==> src/rtl/uart_rx_cfg_pkg.sv <==
// rtl/uart_rx_cfg_pkg.sv - shared UART constants, FSM state encoding and parity helper
package uart_rx_cfg_pkg;

  // Parity selection, shared with the matching transmitter
  localparam int PARITY_NONE = 0;
  localparam int PARITY_EVEN = 1;
  localparam int PARITY_ODD  = 2;

  typedef enum logic [2:0] {
    ST_IDLE      = 3'd0,
    ST_START     = 3'd1,
    ST_DATA      = 3'd2,
    ST_PARITY    = 3'd3,
    ST_STOP      = 3'd4,
    ST_DONE      = 3'd5,
    ST_WAIT_IDLE = 3'd6
  } rx_state_t;

  // ones_odd is the XOR of the data word and the received parity bit
  function automatic logic parity_error(input int mode, input logic ones_odd);
    case (mode)
      PARITY_EVEN: return ones_odd;
      PARITY_ODD:  return ~ones_odd;
      default:     return 1'b0;
    endcase
  endfunction

endpackage

==> src/rtl/uart_rx_cfg_if.sv <==
// rtl/uart_rx_cfg_if.sv - received-word bundle between the UART receiver and its consumer
interface uart_rx_cfg_if #(
  parameter int DATA_BITS = 8
);
  logic [DATA_BITS-1:0] o_rx_data;
  logic                 o_rx_dv;
  logic                 o_parity_err;
  logic                 o_frame_err;
  logic                 o_busy;

  modport master (
    output o_rx_data,
    output o_rx_dv,
    output o_parity_err,
    output o_frame_err,
    output o_busy
  );

  modport slave (
    input o_rx_data,
    input o_rx_dv,
    input o_parity_err,
    input o_frame_err,
    input o_busy
  );
endinterface

==> src/rtl/uart_rx_cfg_sync2.sv <==
// rtl/uart_rx_cfg_sync2.sv - two-flop synchroniser for the asynchronous serial pin
module uart_rx_cfg_sync2 #(
  parameter logic RESET_VAL = 1'b1
) (
  input  logic i_clk,
  input  logic i_rst_n,
  input  logic i_d,
  output logic o_q
);
  logic meta;

  // Resets to the idle line level so a reset never looks like a start edge
  always_ff @(posedge i_clk or negedge i_rst_n) begin
    if (!i_rst_n) begin
      meta <= RESET_VAL;
      o_q  <= RESET_VAL;
    end else begin
      meta <= i_d;
      o_q  <= meta;
    end
  end
endmodule

==> src/rtl/uart_rx_cfg.sv <==
// rtl/uart_rx_cfg.sv - configurable UART receiver: mid-bit sampling, parity and framing checks
module uart_rx_cfg
  import uart_rx_cfg_pkg::*;
#(
  parameter int CLKS_PER_BIT = 87,
  parameter int DATA_BITS    = 8,
  parameter int PARITY_MODE  = PARITY_NONE,
  parameter int STOP_BITS    = 1
) (
  input  logic          i_clk,
  input  logic          i_rst_n,
  input  logic          i_rx_serial,
  uart_rx_cfg_if.master rx_if
);
  localparam int               CNT_W     = $clog2(CLKS_PER_BIT);
  localparam logic [CNT_W-1:0] CNT_MID   = CNT_W'((CLKS_PER_BIT - 1) / 2);
  localparam logic [CNT_W-1:0] CNT_LAST  = CNT_W'(CLKS_PER_BIT - 1);
  localparam logic [3:0]       DATA_LAST = 4'(DATA_BITS - 1);
  localparam logic [3:0]       STOP_LAST = 4'(STOP_BITS - 1);

  rx_state_t            state;
  rx_state_t            state_nxt;
  logic                 rx_s;
  logic [CNT_W-1:0]     cnt;
  logic [3:0]           idx;
  logic [DATA_BITS-1:0] shift_reg;
  logic                 perr;
  logic                 ferr;
  logic                 start_tick;
  logic                 bit_tick;
  logic                 last_stop;

  uart_rx_cfg_sync2 #(.RESET_VAL(1'b1)) u_sync (
    .i_clk   (i_clk),
    .i_rst_n (i_rst_n),
    .i_d     (i_rx_serial),
    .o_q     (rx_s)
  );

  // START samples half a bit in; every later sample is a full bit after the previous one
  assign start_tick = (cnt == CNT_MID);
  assign bit_tick   = (cnt == CNT_LAST);
  assign last_stop  = (state == ST_STOP) && bit_tick && (idx == STOP_LAST);

  // State register
  always_ff @(posedge i_clk or negedge i_rst_n) begin
    if (!i_rst_n) state <= ST_IDLE;
    else          state <= state_nxt;
  end

  // Next-state logic; start edges are only looked for in IDLE
  always_comb begin
    state_nxt = state;
    case (state)
      ST_IDLE:      if (!rx_s) state_nxt = ST_START;
      ST_START:     if (start_tick) state_nxt = rx_s ? ST_IDLE : ST_DATA;
      ST_DATA:      if (bit_tick && (idx == DATA_LAST))
                      state_nxt = (PARITY_MODE != PARITY_NONE) ? ST_PARITY : ST_STOP;
      ST_PARITY:    if (bit_tick) state_nxt = ST_STOP;
      ST_STOP:      if (last_stop) state_nxt = ST_DONE;
      ST_DONE:      state_nxt = ferr ? ST_WAIT_IDLE : ST_IDLE;
      ST_WAIT_IDLE: if (rx_s) state_nxt = ST_IDLE;
      default:      state_nxt = ST_IDLE;
    endcase
  end

  // Moore outputs: strobe during the single DONE cycle, busy outside IDLE
  always_comb begin
    rx_if.o_rx_dv = (state == ST_DONE);
    rx_if.o_busy  = (state != ST_IDLE);
  end

  // Baud counter, restarted at each sample point and parked at zero when not receiving
  always_ff @(posedge i_clk or negedge i_rst_n) begin
    if (!i_rst_n) begin
      cnt <= '0;
    end else begin
      case (state)
        ST_START:                    cnt <= start_tick ? '0 : cnt + 1'b1;
        ST_DATA, ST_PARITY, ST_STOP: cnt <= bit_tick ? '0 : cnt + 1'b1;
        default:                     cnt <= '0;
      endcase
    end
  end

  // Sampling datapath: LSB-first shift register, bit index, running error flags
  always_ff @(posedge i_clk or negedge i_rst_n) begin
    if (!i_rst_n) begin
      shift_reg <= '0;
      idx       <= '0;
      perr      <= 1'b0;
      ferr      <= 1'b0;
    end else begin
      case (state)
        ST_IDLE: begin
          idx  <= '0;
          perr <= 1'b0;
          ferr <= 1'b0;
        end
        ST_DATA: if (bit_tick) begin
          shift_reg <= {rx_s, shift_reg[DATA_BITS-1:1]};
          idx       <= (idx == DATA_LAST) ? '0 : idx + 1'b1;
        end
        ST_PARITY: if (bit_tick) begin
          perr <= parity_error(PARITY_MODE, ^{shift_reg, rx_s});
        end
        ST_STOP: if (bit_tick) begin
          ferr <= ferr | ~rx_s;
          idx  <= idx + 1'b1;
        end
        default: ;
      endcase
    end
  end

  // Result registers load on the final stop sample so they are already valid while DONE strobes
  always_ff @(posedge i_clk or negedge i_rst_n) begin
    if (!i_rst_n) begin
      rx_if.o_rx_data    <= '0;
      rx_if.o_parity_err <= 1'b0;
      rx_if.o_frame_err  <= 1'b0;
    end else if (last_stop) begin
      rx_if.o_rx_data    <= shift_reg;
      rx_if.o_parity_err <= perr;
      rx_if.o_frame_err  <= ferr | ~rx_s;
    end
  end
endmodule

==> src/flat_wrapper.sv <==
// flat-port wrapper written by rule: the top's interface ports become plain ports
module uart_rx_cfg_flat import uart_rx_cfg_pkg::*;
#(
  parameter int CLKS_PER_BIT = 87,
  parameter int DATA_BITS    = 8,
  parameter int PARITY_MODE  = PARITY_NONE,
  parameter int STOP_BITS    = 1
)
  (i_clk, i_rst_n, i_rx_serial, rx_if_o_rx_data, rx_if_o_rx_dv, rx_if_o_parity_err, rx_if_o_frame_err, rx_if_o_busy);
  uart_rx_cfg_if #(.DATA_BITS(DATA_BITS)) rx_if_i ();
  input  logic i_clk;
  input  logic i_rst_n;
  input  logic i_rx_serial;
  output wire logic [$bits(rx_if_i.o_rx_data)-1:0] rx_if_o_rx_data;
  output wire logic [$bits(rx_if_i.o_rx_dv)-1:0] rx_if_o_rx_dv;
  output wire logic [$bits(rx_if_i.o_parity_err)-1:0] rx_if_o_parity_err;
  output wire logic [$bits(rx_if_i.o_frame_err)-1:0] rx_if_o_frame_err;
  output wire logic [$bits(rx_if_i.o_busy)-1:0] rx_if_o_busy;
  assign rx_if_o_rx_data = rx_if_i.o_rx_data;
  assign rx_if_o_rx_dv = rx_if_i.o_rx_dv;
  assign rx_if_o_parity_err = rx_if_i.o_parity_err;
  assign rx_if_o_frame_err = rx_if_i.o_frame_err;
  assign rx_if_o_busy = rx_if_i.o_busy;
  uart_rx_cfg #(.CLKS_PER_BIT(CLKS_PER_BIT), .DATA_BITS(DATA_BITS), .PARITY_MODE(PARITY_MODE), .STOP_BITS(STOP_BITS)) u_core (.i_clk(i_clk), .i_rst_n(i_rst_n), .i_rx_serial(i_rx_serial), .rx_if(rx_if_i));
endmodule
==> config.mk <==
export PLATFORM = sky130hd
export DESIGN_NAME = uart_rx_cfg_flat
export DESIGN_NICKNAME = d
export VERILOG_FILES = /design/src/rtl/uart_rx_cfg_pkg.sv /design/src/rtl/uart_rx_cfg_if.sv /design/src/rtl/uart_rx_cfg_sync2.sv /design/src/rtl/uart_rx_cfg.sv /design/src/flat_wrapper.sv
export SDC_FILE = /design/constraint.sdc
export NUM_CORES = 1
export LEC_CHECK = 0
export BUFFER_PORTS_ARGS = -buffer_cell sky130_fd_sc_hd__buf_2
export CAP_MARGIN = 10
export CORE_MARGIN = 1.5
export CORE_UTILIZATION = 52
export DETAILED_ROUTE_END_ITERATION = 8
export GPL_TIMING_DRIVEN = 0
export PLACE_DENSITY = 0.83
export REMOVE_ABC_BUFFERS = 1
export SYNTH_ARGS = -nofsm -noshare
export SYNTH_HDL_FRONTEND = slang
export SYNTH_SLANG_ARGS = --single-unit
==> constraint.sdc <==
create_clock -name i_clk -period 1.85 [get_ports i_clk]
set_input_delay 0.2775 -clock i_clk [delete_from_list [all_inputs] [get_ports i_clk]]
set_output_delay 0.2775 -clock i_clk [all_outputs]
set_load 0.01 [all_outputs]
-- After elaboration in Yosys (flattened, before gate mapping)
Index checks and enable logic that the tools add are counted.
- output and inout port bits: 12
- input port bits: 3
- bits in registers: 36
- muxes and demuxes: 20
- add/subtract/negate cells: 2
- eq/ne operators: 17
- reductions and logical operators: 15
- bitwise gates (word level): 2
- operators with widths (cell ; count):
    two-way mux 3 bit ; 7
    case mux 3 bit (7 select lines) ; 1
    two-way mux 7 bit ; 2
    case mux 7 bit (2 select lines) ; 1
    two-way mux 4 bit ; 3
    != test 2 x 1 -> 1 bit (second input constant) ; 6
    case mux 4 bit (3 select lines) ; 1
    equality test 3 bit (second input constant) ; 3
    adder 7 x 1 -> 7 bit (second input constant) ; 1
    equality test 7 x 6 -> 1 bit (second input constant) ; 1
    equality test 7 bit (second input constant) ; 1
    equality test 3 x 2 -> 1 bit (second input constant) ; 2
    AND reduction 2 bit ; 3
    AND reduction 6 bit ; 1
    nonzero test 3 bit ; 2
    adder 4 x 1 -> 4 bit (second input constant) ; 1
    equality test 4 x 3 -> 1 bit (second input constant) ; 1
    logical NOT 4 bit ; 1
    != test 2 bit (second input constant) ; 2
    case mux 1 bit (2 select lines) ; 2
    nonzero test 2 bit ; 2
    equality test 3 x 1 -> 1 bit (second input constant) ; 1
    logical AND 1 bit ; 3
    logical NOT 3 bit ; 1
    other kinds (6) ; 7

-- Longest topological paths before layout
Gate-level depths: netlist of run 1.
- depth in word-level cells: 5
- gate-level depth with buffers: 8
- mapped depth without buffers: 8

-- Modules after synthesis
A second synthesis of run 1 with hierarchy kept.
- cell total of the unflattened synthesis: 137
- area, all modules: 1615.3 µm²
- modules (own cells, without submodules) (module ; cells each ; times used ; area an instance (µm²) ; sequential area each (µm²)):
    uart_rx_cfg ; 135 ; 1 ; 1562.7 ; 800.8
    uart_rx_cfg_sync2 ; 2 ; 1 ; 52.6 ; 52.6

-- Worst setup path after synthesis of run 1
Ideal clock, no wire load.
- path type: flip-flop to flip-flop
- start point: register u_core.cnt[0]
- end point: register u_core.rx_if.o_rx_data[0]
- data required time: 1725 ps
- stages on the path, launching flop included: 7
- setup slack: -128 ps
- data arrival time: 1853 ps
- cell sequence: dfrtp_1 -> inv_1 -> ha_1 -> nand2_1 -> or4_4 -> nor3_4 -> mux2_2
- cells in the longest elaborated chain, start to end: 3
- RTL lines (item ; RTL line ; RTL):
    from (decl) ; uart_rx_cfg.sv:24 ; logic [CNT_W-1:0] cnt;
    from (signal assigned) ; uart_rx_cfg.sv:79 ; ST_START: cnt <= start_tick ? '0 : cnt + 1'b1;
    from (signal assigned) ; uart_rx_cfg.sv:80 ; ST_DATA, ST_PARITY, ST_STOP: cnt <= bit_tick ? '0 : cnt + 1'b1;
    equality test 7 bit ; uart_rx_cfg.sv:42 ; assign bit_tick = (cnt == CNT_LAST);
    logical AND 1 bit (2 in series) ; uart_rx_cfg.sv:43 ; assign last_stop = (state == ST_STOP) && bit_tick && (idx == STOP_LAST);
    to (signal assigned) ; uart_rx_cfg.sv:123 ; rx_if.o_rx_data <= shift_reg;
    to (decl) ; uart_rx_cfg_if.sv:12 ; output o_rx_data,
No other way between the ends.
A chain may end at the register's enable or synchronous reset.

-- Worst setup path after layout of run 1
- start point: register u_core.cnt[0]
- end point: register u_core.state[2]
- cells in the longest elaborated chain, start to end: 5
- RTL lines (item ; RTL line ; RTL):
    equality test 7 bit ; uart_rx_cfg.sv:42 ;
    logical AND 1 bit (2 in series) ; uart_rx_cfg.sv:43 ;
    != test 2 x 1 -> 1 bit (no line) ; n/a ;
    AND reduction 6 bit (no line) * ; n/a ;
    to (signal assigned) ; uart_rx_cfg.sv:48 ; else state <= state_nxt;
    to (decl) ; uart_rx_cfg.sv:21 ; rx_state_t state;
Every way passes the cells marked *; elsewhere a longest branch is shown, timed or not.

==> qor.tcl, run 1 <==
set qor(period_minus_slack_ps) 2000
set qor(clkLatencyLatePin_ps) 350
set qor(outcome) {finished, violations left}
set qor(cts_max_level) 2
set qor(critical-path-slowest-cell) {or4_4}
set qor(power_density_mw_per_mm2) 811
set qor(antenna_left) 0
set qor(ys_ff_latch) 34
set qor(utilization_pct) 65.0
set qor(timing.max_slew.rel_slack_pct) 51.1
set qor(viasPerCell) 6.06
set qor(first_pass_grt_wire_length_um) 5400
set qor(mostFrequentLayoutCell) {dfrtp_1}
set qor(commonest_cells_after_routing_fill_and_taps_aside) {dfrtp_1 (28), nor2_1 (16), buf_2 (13)}
set qor(timing.fmax_mhz) 500
set qor(place.port_buffers) 13
set qor(crit_path_cell_trace) {inv_1, ha_2, nand2_2, or4_4, o21bai_1, nand4_1, mux2_2}
set qor(reg2reg_slack_ps) -150
set qor(timing.critical_path.buf_inv) 1
set qor(post_synth_inst_count) 151
set qor(design_area_mm2) 0.00195
set qor(finalMaxSlewViolations) 0
set qor(number_of_placed_i_o_pins) 15
set qor(path_clk_slew_ps) 110
set qor(yosys_top_cell_by_area) {dfrtp_1}
set qor(type_of_element_capturing_the_critical_path) {register}
set qor(cap_violations) 0
set qor(hold_slack_ps) -27.9
set qor(reg2regPathDepth) 7
set qor(yosys-top-cells-area) {dfrtp_1 (49%), mux2_2 (12%), nor2_1 (3.9%), dfstp_2 (3.2%), ha_1 (3.1%)}
set qor(first_iter_violations) 109
set qor(place.detailed.hpwl_um) 2000
set qor(timing.hold.worst.class) {input port to async pin}
set qor(cts_root_buf) {clkbuf_4}
set qor(crit_path_kind) {register to register}
set qor(grt_max_degree) 35
set qor(gr-total-overflow) 0
set qor(cp.required_ps) 2080
set qor(synth_enable_flop_cells) 0
set qor(gp_congestion) 0.879
set qor(cts.path.max_buffers) 2
set qor(antenna_found_initial) 0
set qor(finalSetupViolCount) 18
set qor(area_delta_synth_final_pct) 20.6
set qor(worstReg2RegEnd) {u_core.state[2]}
set qor(setup_total_neg_slack_ps) -1710
set qor(synth_area_per_cell_um2) 10.7
set qor(netlist-cell-type-count) 35
set qor(finish.net_count) 186
set qor(netlist_area_mm2) 0.00162
set qor(async_reset_ff_share_pct) 100
set qor(initial_core_util_pct) 53.9
set qor(start_kind) {register}
set qor(clock_tree_from_tritoncts) {built}
set qor(core_region_area_mm2) 0.00300
set qor(share_of_layout_cells_above_drive_strength_1_pct) 38.9
set qor(failed_checks) {negative hold slack, negative setup slack}
set qor(hold_violations) 32
set qor(leakage_nw) 0.926
set qor(cts-buffers-inserted) 5
set qor(routedWlPerCell_um) 16.4
set qor(synth_seq_area_share_pct) 52.7
set qor(unrepaired_setup_endpoints_after_global_routing) {true}
set qor(die_w_um) 58.8
set qor(antenna-diode-count) 0
set qor(main_synth_ff_type) {dfrtp_1}
set qor(synth_warnings) 0
set qor(worst_path_dominant_cell_family) {simple AND/OR/NAND/NOR gates}
set qor(worst_clock_skew_on_the_final_layout_ps) 13.1
set qor(postLayoutSetupSlackWorst_ps) -152
set qor(synth_largest_type_area_fraction_pct) 49.5
set qor(routed_wl_um) 3490
set qor(vias) 1291
set qor(cp_slowest_stage_delay_ps) 460
set qor(first_global_vias) 1180
set qor(firstDrtPassIters) 4
set qor(std_cell_rows) 20
set qor(timing.final.crit_share_pct) 108
set qor(timing_worst_slew_pin_value_ps) 733
set qor(all_layer_global_routing_usage_pct) 21.3
set qor(remaining_drc_errors) 0
set qor(place_area_mm2) 0.00170
set qor(die_h_um) 58.8
set qor(timing.critical_path.arrival_ps) 2240
set qor(path_max_fanout) 4
set qor(power.ir.vdd_worst_mv) 0.551
set qor(reg2reg_from) {u_core.cnt[0]}
set qor(die_area_mm2) 0.00346
set qor(cts.sinks) 34
[routing by layer]
metal | routed length [um] | vias to the layer above | track usage [%]
li1 | - | 584 | -
met1 | 1330 | 631 | 28.4
met2 | 1840 | 61 | 31.4
met3 | 202 | 15 | 4.84
met4 | 121 | 0 | 13.0
met5 | 0 | - | 0
[cell type report]
| class | instances | area, um2 |
|---|---|---|
| multi-input cells | 102 | 773 |
| inverters | 9 | 33.8 |
| clock buffers | 7 | 55.1 |
| clock inverters | 1 | 5.00 |
| repair buffers | 27 | 185 |
| well taps | 33 | 41.3 |
| fillers | 229 | 1050 |
| flip-flops and latches | 34 | 858 |
[worst register-to-register path: stages, from the launching register on]
cell      delay [ps]
dfrtp_1          390
inv_1             60
ha_2             190
nand2_2           70
or4_4            460
o21bai_1         150
nand4_1          230
mux2_2           340
[synth_stat cells (2+ instances only)]
library cell / n
dfrtp_1: 32
mux2_2: 17
nor2_1: 17
nand2_1: 12
inv_1: 9
nand3_1: 8
o21ai_0: 8
a21oi_1: 5
clkbuf_1: 5
ha_1: 4
xnor2_1: 3
xor2_1: 3
a31oi_1: 2
dfstp_2: 2
nand4_1: 2
nor4_2: 2
o22ai_1: 2
[worst max-delay path by stage]
stage	slack (ps)	from	endpoint	depth (start not counted)
finish	-150	u_core.cnt[0]	u_core.state[2]	7
global route	-260	u_core.cnt[0]	u_core.state[2]	7
CTS	-120	u_core.state[1]	u_core.state[1]	5
detailed placement	-300	u_core.cnt[0]	u_core.rx_if.o_rx_data[6]	6
global placement	-270	u_core.cnt[0]	u_core.rx_if.o_rx_data[6]	6
floorplan	-130	u_core.cnt[0]	u_core.rx_if.o_rx_data[0]	6
[through the flow]
step	power (mW)	hold slack, ps	setup WS, ps	cells
2_1_floorplan	0.998	-18.1	-128	145
3_3_place_gp	1.06	352	-271	191
3_5_place_dp	1.08	354	-305	191
4_1_cts	1.56	5.46	-125	207
5_1_grt	1.66	8.81	-261	213
6_report	1.58	-27.9	-152	213
[what timing repair did]
item | CTS | global route
hold buffers | 0 | 0
gates resized for setup | 10 | 20
cloned | 1 | 0
buffers inserted | 7 | 8
pin swaps | 3 | 8
endpoints found under the setup margin | 28 | 32
[power breakdown]
| group | switching [mW] | internal (mW) |
|---|---|---|
| sequential | 0.0675 | 0.777 |
| combinational | 0.174 | 0.132 |
| clock | 0.249 | 0.184 |
| total | 0.490 | 1.09 |
[cell families after synthesis]
| family | Yosys count | synth area share [%] |
|---|---|---|
| buffers and inverters | 15 | 3.71 |
| AO/OA/AOI/OAI | 23 | 8.35 |
| other | 1 | 0.232 |
| XOR/XNOR | 6 | 3.25 |
| flip-flops | 34 | 52.7 |
| multiplexers | 17 | 11.8 |
| AND/OR/NAND/NOR | 50 | 16.2 |
| adder cells (fa/ha/maj) | 5 | 3.71 |
Power figures use the tool's default switching activity.
==> run 2, diff against run 1 <==
--- a/config.mk
+++ b/config.mk
@@ -7,11 +7,13 @@
 export LEC_CHECK = 0
 export BUFFER_PORTS_ARGS = -buffer_cell sky130_fd_sc_hd__buf_2
 export CAP_MARGIN = 10
+export CELL_PAD_IN_SITES_DETAIL_PLACEMENT = 0
+export CELL_PAD_IN_SITES_GLOBAL_PLACEMENT = 2
 export CORE_MARGIN = 1.5
-export CORE_UTILIZATION = 52
+export CORE_UTILIZATION = 34
 export DETAILED_ROUTE_END_ITERATION = 8
 export GPL_TIMING_DRIVEN = 0
-export PLACE_DENSITY = 0.83
+export PLACE_DENSITY = 0.82
 export REMOVE_ABC_BUFFERS = 1
 export SYNTH_ARGS = -nofsm -noshare
 export SYNTH_HDL_FRONTEND = slang
==> run 2 against run 1 <==
Effect of this change:
- the run ends with negative setup slack left
- clock skew shrank 9.8 ps
- clock power is 25% higher
- die area is 50% higher
- utilization shrank 20 points
- largest power group unchanged
- wire length is 11% lower
- cell count is 7.5% higher
- combinational power is 6.5% lower
- critical endpoint unchanged
==> qor.tcl, run 2 (same netlist as run 1, synthesis figures left out) <==
set qor(cp_slowest_stage_delay_ps) 460 ;# about the same
set qor(finalSetupViolCount) 15 ;# -3
set qor(critical-path-slowest-cell) {or4_4}
set qor(firstDrtPassIters) 4 ;# unchanged
set qor(postLayoutSetupSlackWorst_ps) -131 ;# +20.4 ps
set qor(viasPerCell) 5.18 ;# -15%
set qor(path_clk_slew_ps) 60 ;# -50 ps
set qor(power.ir.vdd_worst_mv) 0.461 ;# -16%
set qor(commonest_cells_after_routing_fill_and_taps_aside) {dfrtp_1 (28), nor2_1 (15), buf_2 (13)}
set qor(grt.busiest_layer) {met2}
set qor(antenna_left) 0 ;# unchanged
set qor(hold_violations) 0 ;# -100%
set qor(critical_path_cell_count) 7 ;# unchanged
set qor(area_delta_synth_final_pct) 23.3
set qor(reg2regPathDepth) 7 ;# unchanged
set qor(grt_max_degree) 35 ;# unchanged
set qor(crit_path_start) {u_core.cnt[0]}
set qor(timing.critical_path.buf_inv) 1 ;# unchanged
set qor(place.port_buffers) 13 ;# unchanged
set qor(cts_max_level) 2 ;# unchanged
set qor(cap_violations) 0 ;# unchanged
set qor(clock_tree_from_tritoncts) {built}
set qor(routedWlPerCell_um) 13.6 ;# -17%
set qor(timing.final.crit_share_pct) 107 ;# -1.1 points
set qor(antenna-diode-count) 0 ;# unchanged
set qor(timing.critical_path.arrival_ps) 2140 ;# -100 ps
set qor(all_layer_global_routing_usage_pct) 13.6 ;# -7.7 points
set qor(leakage_nw) 0.927 ;# about the same
set qor(period_minus_slack_ps) 1980 ;# -20.4 ps
set qor(remaining_drc_errors) 0 ;# unchanged
set qor(finalMaxSlewViolations) 0 ;# unchanged
set qor(path_max_fanout) 4 ;# unchanged
set qor(std_cell_rows) 24 ;# +20%
set qor(met1_use_gr_pct) 18.2 ;# -10 points
set qor(cts-buffers-inserted) 5 ;# unchanged
set qor(timing.max_slew.rel_slack_pct) 50.8 ;# -0.34 points
set qor(use_met2_pct) 21.5 ;# -9.9 points
set qor(die_area_mm2) 0.00518 ;# +50%
set qor(place_area_mm2) 0.00172 ;# +1.4%
set qor(design_area_mm2) 0.00200 ;# +2.2%
set qor(worst_path_dominant_cell_family) {simple AND/OR/NAND/NOR gates}
set qor(vias) 1186 ;# -8.1%
set qor(crit_path_cell_trace) {inv_1, ha_2, nand2_2, or4_4, o21bai_1, nand4_1, mux2_2}
set qor(antenna_found_initial) 0 ;# unchanged
set qor(clkLatencyLatePin_ps) 280 ;# -70 ps
set qor(place.detailed.hpwl_um) 2090 ;# +4.4%
set qor(first_global_vias) 1211 ;# +2.6%
set qor(cts.sinks) 34 ;# unchanged
set qor(reg2reg_slack_ps) -130 ;# +20 ps
set qor(timing_worst_slew_pin_value_ps) 738 ;# +5.04 ps
set qor(die_w_um) 72.0 ;# +22%
set qor(crit_path_kind) {register to register}
set qor(first_pass_grt_wire_length_um) 5550 ;# +2.7%
set qor(first_iter_violations) 131 ;# +20%
set qor(cts.path.max_buffers) 2 ;# unchanged
set qor(power_density_mw_per_mm2) 838 ;# +3.2%
set qor(n_fill_cell) 427 ;# +86%
set qor(placed_cells_incl_taps) 210 ;# +9.9%
set qor(pre_cts_ws_ps) -371 ;# -66.2 ps
set qor(timing.fmax_mhz) 505 ;# +1.0%
set qor(worst_clock_skew_on_the_final_layout_ps) 3.25 ;# -9.80 ps
set qor(mostFrequentLayoutCell) {dfrtp_1}
set qor(timing.hold.worst.class) {input port to async pin}
set qor(start_kind) {register}
set qor(number_of_placed_i_o_pins) 15 ;# unchanged
set qor(core_region_area_mm2) 0.00447 ;# +49%
set qor(type_of_element_capturing_the_critical_path) {register}
set qor(instances_no_fill) 229 ;# +7.5%
set qor(unrepaired_setup_endpoints_after_global_routing) {true}
set qor(share_of_layout_cells_above_drive_strength_1_pct) 39.0 ;# +0.094 points
set qor(die_h_um) 72.0 ;# +22%
set qor(routed_wl_um) 3120 ;# -11%
set qor(outcome) {finished, violations left}
set qor(failed_checks) {negative setup slack}
set qor(gp_congestion) 0.764 ;# -13%
set qor(reg2reg_from) {u_core.cnt[0]}
set qor(initial_core_util_pct) 36.2 ;# -18 points
set qor(cts_root_buf) {clkbuf_8}
set qor(grt.met3_usage_pct) 3.75 ;# -1.1 points
set qor(finish.net_count) 183 ;# -1.6%
set qor(gr-total-overflow) 0 ;# unchanged
set qor(cp.required_ps) 2010 ;# -70 ps
[run 2: report_power, final]
part | internal (mW) | leakage, nW | total, mW | switching, mW
clock network | 0.300 | 0.0482 | 0.541 | 0.242
logic | 0.125 | 0.424 | 0.286 | 0.161
registers | 0.778 | 0.455 | 0.844 | 0.0653
[run 2: final cells by class]
class	instances	area [um2]	share of cell area, %
inverter	9	33.8	1.69
clock buffer	7	86.3	4.33
multi-input combinational	102	785	39.3
sequential	34	858	43.0
clock inverter	1	5.00	0.251
tap	52	65.1	3.26
timing repair buffer	24	163	8.15
[run 2: path summary, 6_finish.rpt]
path,endpoint
max reg2reg,u_core.state[2]
max in group asynchronous,u_core.cnt[4]
min,u_core.state[1]
max,u_core.state[2]
min in group i_clk,u_core.u_sync.meta
min reg2reg,u_core.u_sync.o_q
[run 2: per-stage QoR]
step,TNS (ps),utilization (%),hold WS [ps],power (mW)
floorplan,-1020,-,-18.1,0.998
global placement,-6820,38.5,347,1.07
detailed placement,-7750,38.5,348,1.08
CTS,-1330,43.3,84.2,1.67
global route,-2590,44.6,90.8,1.77
finish,-575,44.6,61.6,1.67
[run 2: worst reg2reg max path, stage by stage, from the launching register on]
cell      delay [ps]
dfrtp_1          370
inv_1             60
ha_2             180
nand2_2           50
or4_4            460
o21bai_1         160
nand4_1          230
mux2_2           350
[run 2: per-layer routing]
| metal | share of wire (%) | vias to the layer above | wire length (um) |
|---|---|---|---|
| met1 | 46 | 584 | 1440 |
| met2 | 48 | 30 | 1500 |
| met4 | 1.5 | 0 | 48 |
| li1 | - | 567 | - |
| met3 | 4.3 | 5 | 134 |
| met5 | 0 | - | 0 |
[run 2: repair_timing]
| item | 4_1_cts | 5_1_grt |
|---|---|---|
| cloned | 0 | 0 |
| resized for setup | 20 | 11 |
| buffers inserted | 6 | 5 |
| endpoints found under the hold margin | 0 | 0 |
| endpoints found under the setup margin | 28 | 31 |
| pin swaps | 6 | 6 |
| hold buffers | 0 | 0 |
